`src/rtl/load_store_unit.sv`:
```
`default_nettype none
// ============================================================================
// Module      : load_store_unit
// Description : Multi-cycle data-memory access stage. Drives a req/gnt/rvalid
//               word bus with byte strobes and returns extended load data.
// Revision    : 1.0 - initial release
// ============================================================================
module load_store_unit #(
    parameter int TIMEOUT_CYCLES = 16
) (
    input  logic        clk,
    input  logic        reset,
    input  logic        lsu_req_valid,
    input  logic        lsu_req_write,
    input  logic [2:0]  lsu_funct3,
    input  logic [31:0] lsu_addr,
    input  logic [31:0] lsu_wdata,
    output logic        lsu_ready,
    output logic        lsu_done,
    output logic [31:0] lsu_rdata,
    output logic        lsu_error,
    output logic [1:0]  lsu_err_code,
    output logic        mem_req,
    output logic        mem_we,
    output logic [31:0] mem_addr,
    output logic [31:0] mem_wdata,
    output logic [3:0]  mem_wstrb,
    input  logic        mem_gnt,
    input  logic        mem_rvalid,
    input  logic [31:0] mem_rdata
);

    localparam int c_TMO_W = $clog2(TIMEOUT_CYCLES) + 1;
    localparam logic [c_TMO_W-1:0] c_TMO_LAST = c_TMO_W'(TIMEOUT_CYCLES - 1);

    localparam logic [1:0] c_ERR_MISALIGN = 2'b01;
    localparam logic [1:0] c_ERR_FUNCT3   = 2'b10;
    localparam logic [1:0] c_ERR_TIMEOUT  = 2'b11;

    typedef enum logic [2:0] {
        S_IDLE = 3'd0,
        S_REQ  = 3'd1,
        S_WAIT = 3'd2,
        S_RESP = 3'd3,
        S_ERR  = 3'd4
    } state_t;

    state_t r_state;
    state_t w_next_state;

    logic               r_write;
    logic [2:0]         r_funct3;
    logic [1:0]         r_lane;
    logic [1:0]         r_err_code;
    logic [c_TMO_W-1:0] r_tmo;
    logic [31:0]        r_rdata;
    logic [31:0]        r_mem_addr;
    logic               r_mem_we;
    logic [31:0]        r_mem_wdata;
    logic [3:0]         r_mem_wstrb;

    logic        w_illegal;
    logic        w_misaligned;
    logic        w_tmo_hit;
    logic [31:0] w_st_wdata;
    logic [3:0]  w_st_wstrb;
    logic [7:0]  w_byte;
    logic [15:0] w_half;
    logic [31:0] w_load_fmt;

    // Request decode, evaluated on the incoming core request while idle.
    always_comb begin
        w_illegal    = 1'b0;
        w_misaligned = 1'b0;
        case (lsu_funct3)
            3'b000, 3'b001, 3'b010: w_illegal = 1'b0;
            3'b100, 3'b101:         w_illegal = lsu_req_write;
            default:                w_illegal = 1'b1;
        endcase
        case (lsu_funct3)
            3'b001, 3'b101: w_misaligned = lsu_addr[0];
            3'b010:         w_misaligned = |lsu_addr[1:0];
            default:        w_misaligned = 1'b0;
        endcase
    end

    always_comb begin
        w_st_wdata = lsu_wdata;
        w_st_wstrb = 4'b1111;
        case (lsu_funct3[1:0])
            2'b00: begin
                w_st_wdata = {4{lsu_wdata[7:0]}};
                w_st_wstrb = 4'b0001 << lsu_addr[1:0];
            end
            2'b01: begin
                w_st_wdata = {2{lsu_wdata[15:0]}};
                w_st_wstrb = lsu_addr[1] ? 4'b1100 : 4'b0011;
            end
            default: begin
                w_st_wdata = lsu_wdata;
                w_st_wstrb = 4'b1111;
            end
        endcase
    end

    // Lane extraction uses the byte offset captured at accept time.
    always_comb begin
        w_byte     = mem_rdata[{r_lane, 3'b000} +: 8];
        w_half     = mem_rdata[{r_lane[1], 4'b0000} +: 16];
        w_load_fmt = mem_rdata;
        case (r_funct3)
            3'b000:  w_load_fmt = {{24{w_byte[7]}}, w_byte};
            3'b001:  w_load_fmt = {{16{w_half[15]}}, w_half};
            3'b100:  w_load_fmt = {24'h000000, w_byte};
            3'b101:  w_load_fmt = {16'h0000, w_half};
            default: w_load_fmt = mem_rdata;
        endcase
    end

    assign w_tmo_hit = (r_tmo >= c_TMO_LAST);

    always_comb begin
        w_next_state = r_state;
        case (r_state)
            S_IDLE: begin
                if (lsu_req_valid) begin
                    w_next_state = (w_illegal || w_misaligned) ? S_ERR : S_REQ;
                end
            end
            S_REQ: begin
                if (mem_gnt) begin
                    w_next_state = S_WAIT;
                end else if (w_tmo_hit) begin
                    w_next_state = S_ERR;
                end
            end
            S_WAIT: begin
                if (mem_rvalid) begin
                    w_next_state = S_RESP;
                end else if (w_tmo_hit) begin
                    w_next_state = S_ERR;
                end
            end
            S_RESP:  w_next_state = S_IDLE;
            S_ERR:   w_next_state = S_IDLE;
            default: w_next_state = S_IDLE;
        endcase
    end

    always_ff @(posedge clk or posedge reset) begin
        if (reset) begin
            r_state     <= S_IDLE;
            r_write     <= 1'b0;
            r_funct3    <= 3'b000;
            r_lane      <= 2'b00;
            r_err_code  <= 2'b00;
            r_tmo       <= '0;
            r_rdata     <= 32'h0;
            r_mem_addr  <= 32'h0;
            r_mem_we    <= 1'b0;
            r_mem_wdata <= 32'h0;
            r_mem_wstrb <= 4'b0000;
        end else begin
            r_state <= w_next_state;
            case (r_state)
                S_IDLE: begin
                    if (lsu_req_valid) begin
                        r_write  <= lsu_req_write;
                        r_funct3 <= lsu_funct3;
                        r_lane   <= lsu_addr[1:0];
                        r_tmo    <= '0;
                        if (w_illegal) begin
                            r_err_code <= c_ERR_FUNCT3;
                        end else if (w_misaligned) begin
                            r_err_code <= c_ERR_MISALIGN;
                        end else begin
                            // Bus fields stay frozen for the whole REQ phase.
                            r_mem_addr  <= {lsu_addr[31:2], 2'b00};
                            r_mem_we    <= lsu_req_write;
                            r_mem_wdata <= w_st_wdata;
                            r_mem_wstrb <= lsu_req_write ? w_st_wstrb : 4'b0000;
                        end
                    end
                end
                S_REQ, S_WAIT: begin
                    r_tmo <= r_tmo + c_TMO_W'(1);
                    if (w_next_state == S_ERR) begin
                        r_err_code <= c_ERR_TIMEOUT;
                    end
                end
                default: ;
            endcase
            if ((r_state == S_WAIT) && mem_rvalid && !r_write) begin
                r_rdata <= w_load_fmt;
            end
        end
    end

    assign lsu_ready    = (r_state == S_IDLE);
    assign lsu_done     = (r_state == S_RESP) || (r_state == S_ERR);
    assign lsu_error    = (r_state == S_ERR);
    assign lsu_err_code = (r_state == S_ERR) ? r_err_code : 2'b00;
    assign lsu_rdata    = r_rdata;
    assign mem_req      = (r_state == S_REQ);
    assign mem_we       = r_mem_we;
    assign mem_addr     = r_mem_addr;
    assign mem_wdata    = r_mem_wdata;
    assign mem_wstrb    = r_mem_wstrb;

endmodule
`default_nettype wire

```
`config.mk`:
```
export PLATFORM = sky130hd
export DESIGN_NAME = load_store_unit
export DESIGN_NICKNAME = d
export VERILOG_FILES = /design/src/rtl/load_store_unit.sv
export SDC_FILE = /design/constraint.sdc
export NUM_CORES = 1
export LEC_CHECK = 0
export CAP_MARGIN = 5
export CELL_PAD_IN_SITES_DETAIL_PLACEMENT = 1
export CELL_PAD_IN_SITES_GLOBAL_PLACEMENT = 1
export CORE_ASPECT_RATIO = 1.1
export CORE_MARGIN = 2
export CORE_UTILIZATION = 37
export CTS_BUF_LIST = sky130_fd_sc_hd__clkbuf_4 sky130_fd_sc_hd__clkbuf_8
export CTS_CLUSTER_DIAMETER = 40
export DETAILED_ROUTE_END_ITERATION = 8
export GPL_TIMING_DRIVEN = 0
export HOLD_SLACK_MARGIN = 0.02
export PLACE_DENSITY = 0.92
export SLEW_MARGIN = 30
export SYNTH_ARGS = -nofsm -noshare
export SYNTH_HDL_FRONTEND = slang
export SYNTH_SLANG_ARGS = --single-unit
```
`constraint.sdc`:
```
create_clock -name clk -period 9.75 [get_ports clk]
set_clock_uncertainty 0.2 [all_clocks]
set_input_delay 1.95 -clock clk [delete_from_list [all_inputs] [get_ports clk]]
set_output_delay 1.95 -clock clk [all_outputs]
set_load 0.01 [all_outputs]
```
==> metrics.txt <==
DR WL met3 1460 um; status finished, final reports clean; combinational power share 48.1%; min cycle time layout 4.33 ns; I/O pin cnt 212; Hold Buf Count CTS 0; area of the multi-input gates 2360 um^2; htree depth 4; asr flop ratio synth 100%; switching share of power 36.3%; Die Y-Extent 131 um; Syn Inst Count 503; die width 120 um; Initial Util 37.8%; worst-skew pair later-pin latency 0.44 ns; Reg power frac 34.3%; Met1 Routed Length 7500 um; pwr/cell area 308 nW/um^2; Final Setup Violations 0; Inserted Clock Buffers 17; number of flops mapped to enable cells by yosys 0; DP HPWL 15,000 um; Hold Path Class reg -> reg; mapped cell area 5440 um^2; total setup buffers inserted after CTS 0; CP required 7.60 ns; post-route setup TNS 0 ns; Synth Register Bits 115; Slew headroom 48.1%; first-pass GRT wire length 32,500 um; via count 5,105; FP Rows 46; Top Layer Used met4; Port-buffer cells 208; Detailed Routing Iterations Pass 1 4; Worst Path Arrival 2.18 ns; initial antenna violation count 0; Yosys warnings 0; Avg WL per Cell 21.9 um; Slew Limit Fails 0; Core Util, Final 57.0%; maximum fanout along the worst path 10; antenna cell count 0; count of cell types in the netlist 40; P_leak 3.53 nW; Routed Antenna Nets 0; CP Capture Type output port; Pint 1.61 mW; Vias/cell 5.45; register area share after synthesis 52.9%; Final Hold Vio Count 0; root buf cell clkbuf_8; Max Fclk 231 MHz; MaxCap Viol Count 0; fraction of layout cells with a size suffix above 1 13.8%; core footprint 14,400 um^2; Least-Margin Pin Slew 0.779 ns; Final Cycle Share 44.4%; final WL 20,500 um; clock share of power 17.6%; Filler Cell Count 1,560; largest net degree at the start of global routing 60; CTS tree yes; worst slack, placed 5.20 ns; number of global-route vias before repair 5,830; average size of a mapped cell 10.8 um^2; Clock Tree Buf Depth 2; kind of critical path reg -> out; CTS resizes 0; Layout area overhead 50.7%; Top FF cell, synth dfrtp_1; Die Area 15,700 um^2; Worst setup SP type flop; VDD IR-drop max 0.000165 V; NetSw 917 uW; met2 WL 10,700 um; total grt overflow 0; Nets 840; clk slew on worst S/H paths 0.06 ns; Initial DRC Count 234; FF/Latch Area 2880 um^2; clk sink count 115; Worst Slack Setup Final 5.42 ns; DRC Markers 0; RSZ-0062 raised after global routing no; gr usage total 26.9%; global placer's final weighted congestion 0.857
-- registers in the layout, indices dropped and copies added (netlist names) --
register / count
mem_addr: 30
r_err_code: 2
mem_we: 1
r_tmo: 5
r_write: 1
mem_wstrb: 4
r_state: 3
r_lane: 2
mem_wdata: 32
r_funct3: 3
lsu_rdata: 32
-- path summary, 6_finish.rpt --
kind | startpoint | end | slack, ns | cells after the start
worst min register to register | lsu_rdata[14] | lsu_rdata[14] | 0.28 | 1
min in group asynchronous | reset | mem_addr[9] | 1.74 | 2
worst min-delay path | lsu_rdata[14] | lsu_rdata[14] | 0.28 | 1
max in group asynchronous | reset | r_tmo[4] | 6.97 | 3
worst max register to register | r_state[1] | mem_wdata[12] | 7.19 | 6
worst max-delay path | r_state[1] | lsu_done | 5.42 | 4
-- critical path, stage by stage (launching register included) --
cell and delay, ns:
dfrtp_1 0.46, clkbuf_1 0.24, nor3_1 0.31, o21bai_1 0.17, clkdlybuf4s50_1 0.56
-- final cells by class --
class	instances	share of cell area [%]
tap	192	2.93
sequential	115	35.1
clock inverter	4	0.549
inverter	16	0.824
clock buffer	26	4.21
timing repair buffer	210	25.8
buffer	34	1.86
multi-input combinational	339	28.8
-- synth_stat cells, drive strengths merged, types with 2 or more instances --
cell type	n	area share, %
a221oi	11	1.8
nand3b	2	0.28
nand3	3	0.28
or3	2	0.23
nand2b	3	0.34
ha	2	0.46
a21oi	16	1.5
a21boi	2	0.28
a2bb2oi	19	3.1
a311oi	7	1.1
clkbuf	23	1.6
and3	3	0.34
o31ai	2	0.28
a21o	7	0.97
dfrtp	115	53
nand2	61	4.2
inv	16	1.1
o21ai	50	4.7
mux2i	25	4.6
buf	11	1.2
nor2	33	2.3
nor3	10	1.0
nor2b	4	0.46
mux2	53	11
nor3b	5	0.69
a22o	10	1.6
-- cells by family (layout without fill, tap and decap cells) --
logic type                 count (synthesis)  after routing  synth area share (%)
other                                      1              2                0.0689
and+or+nand+nor                          129            129                  10.8
AOI/OAI and AO/OA                        126            126                  15.6
muxes                                     79             79                  16.2
buffers and inverters                     50            290                  3.91
DFF                                      115            115                  52.9
adders and majority gates                  2              2                 0.460
xor gates and xnor gates                   1              1                 0.161
-- power groups by stage --
stage	Clock (mW)	Combinational (mW)	Sequential, mW
final	0.443	1.22	0.866
after global routing	0.470	1.30	0.892
after floorplan	0	0.458	0.930
after CTS	0.451	1.22	0.868
after detailed placement	0	1.20	0.866
after global placement	0	1.14	0.843
-- routing by layer --
layer,track usage (%),vias to the layer above
li1,-,2253
met1,28.8,2570
met5,0,-
met2,47.4,227
met4,13.1,0
met3,8.64,55
-- per-stage QoR --
step	instances	hold slack (ns)	power [mW]	cell area, um^2
after floorplan	504	0.271	1.39	5450
after global placement	904	0.261	1.98	7770
after detailed placement	905	0.267	2.07	7800
after CTS	935	0.281	2.54	8190
after global routing	936	0.304	2.66	8200
final	936	0.278	2.52	8200
-- placed cells by master (no fill, tap or decap), drive strengths merged --
cell type and n:
nand3 3, a2bb2oi 19, a21boi 2, a311oi 7
and3 3, nand4 1, bufinv 1, nor2b 4
dfrtp 115, or3 2, a221oi 11, conb 2
nor3 10, buf 12, mux2i 25, o21ai 50
nor4 1, clkdlybuf4s50 208, inv 16, nor3b 5
nand3b 2, clkinv 3, nand2 61, xnor2 1
o21bai 1, mux2 53, ha 2, a21o 7
nand2b 3, mux4 1, o31ai 2, clkbuf 50
a21oi 16, nor2 33, a22o 10, nor4b 1
o211ai 1
(Power assumes the default switching activity.)
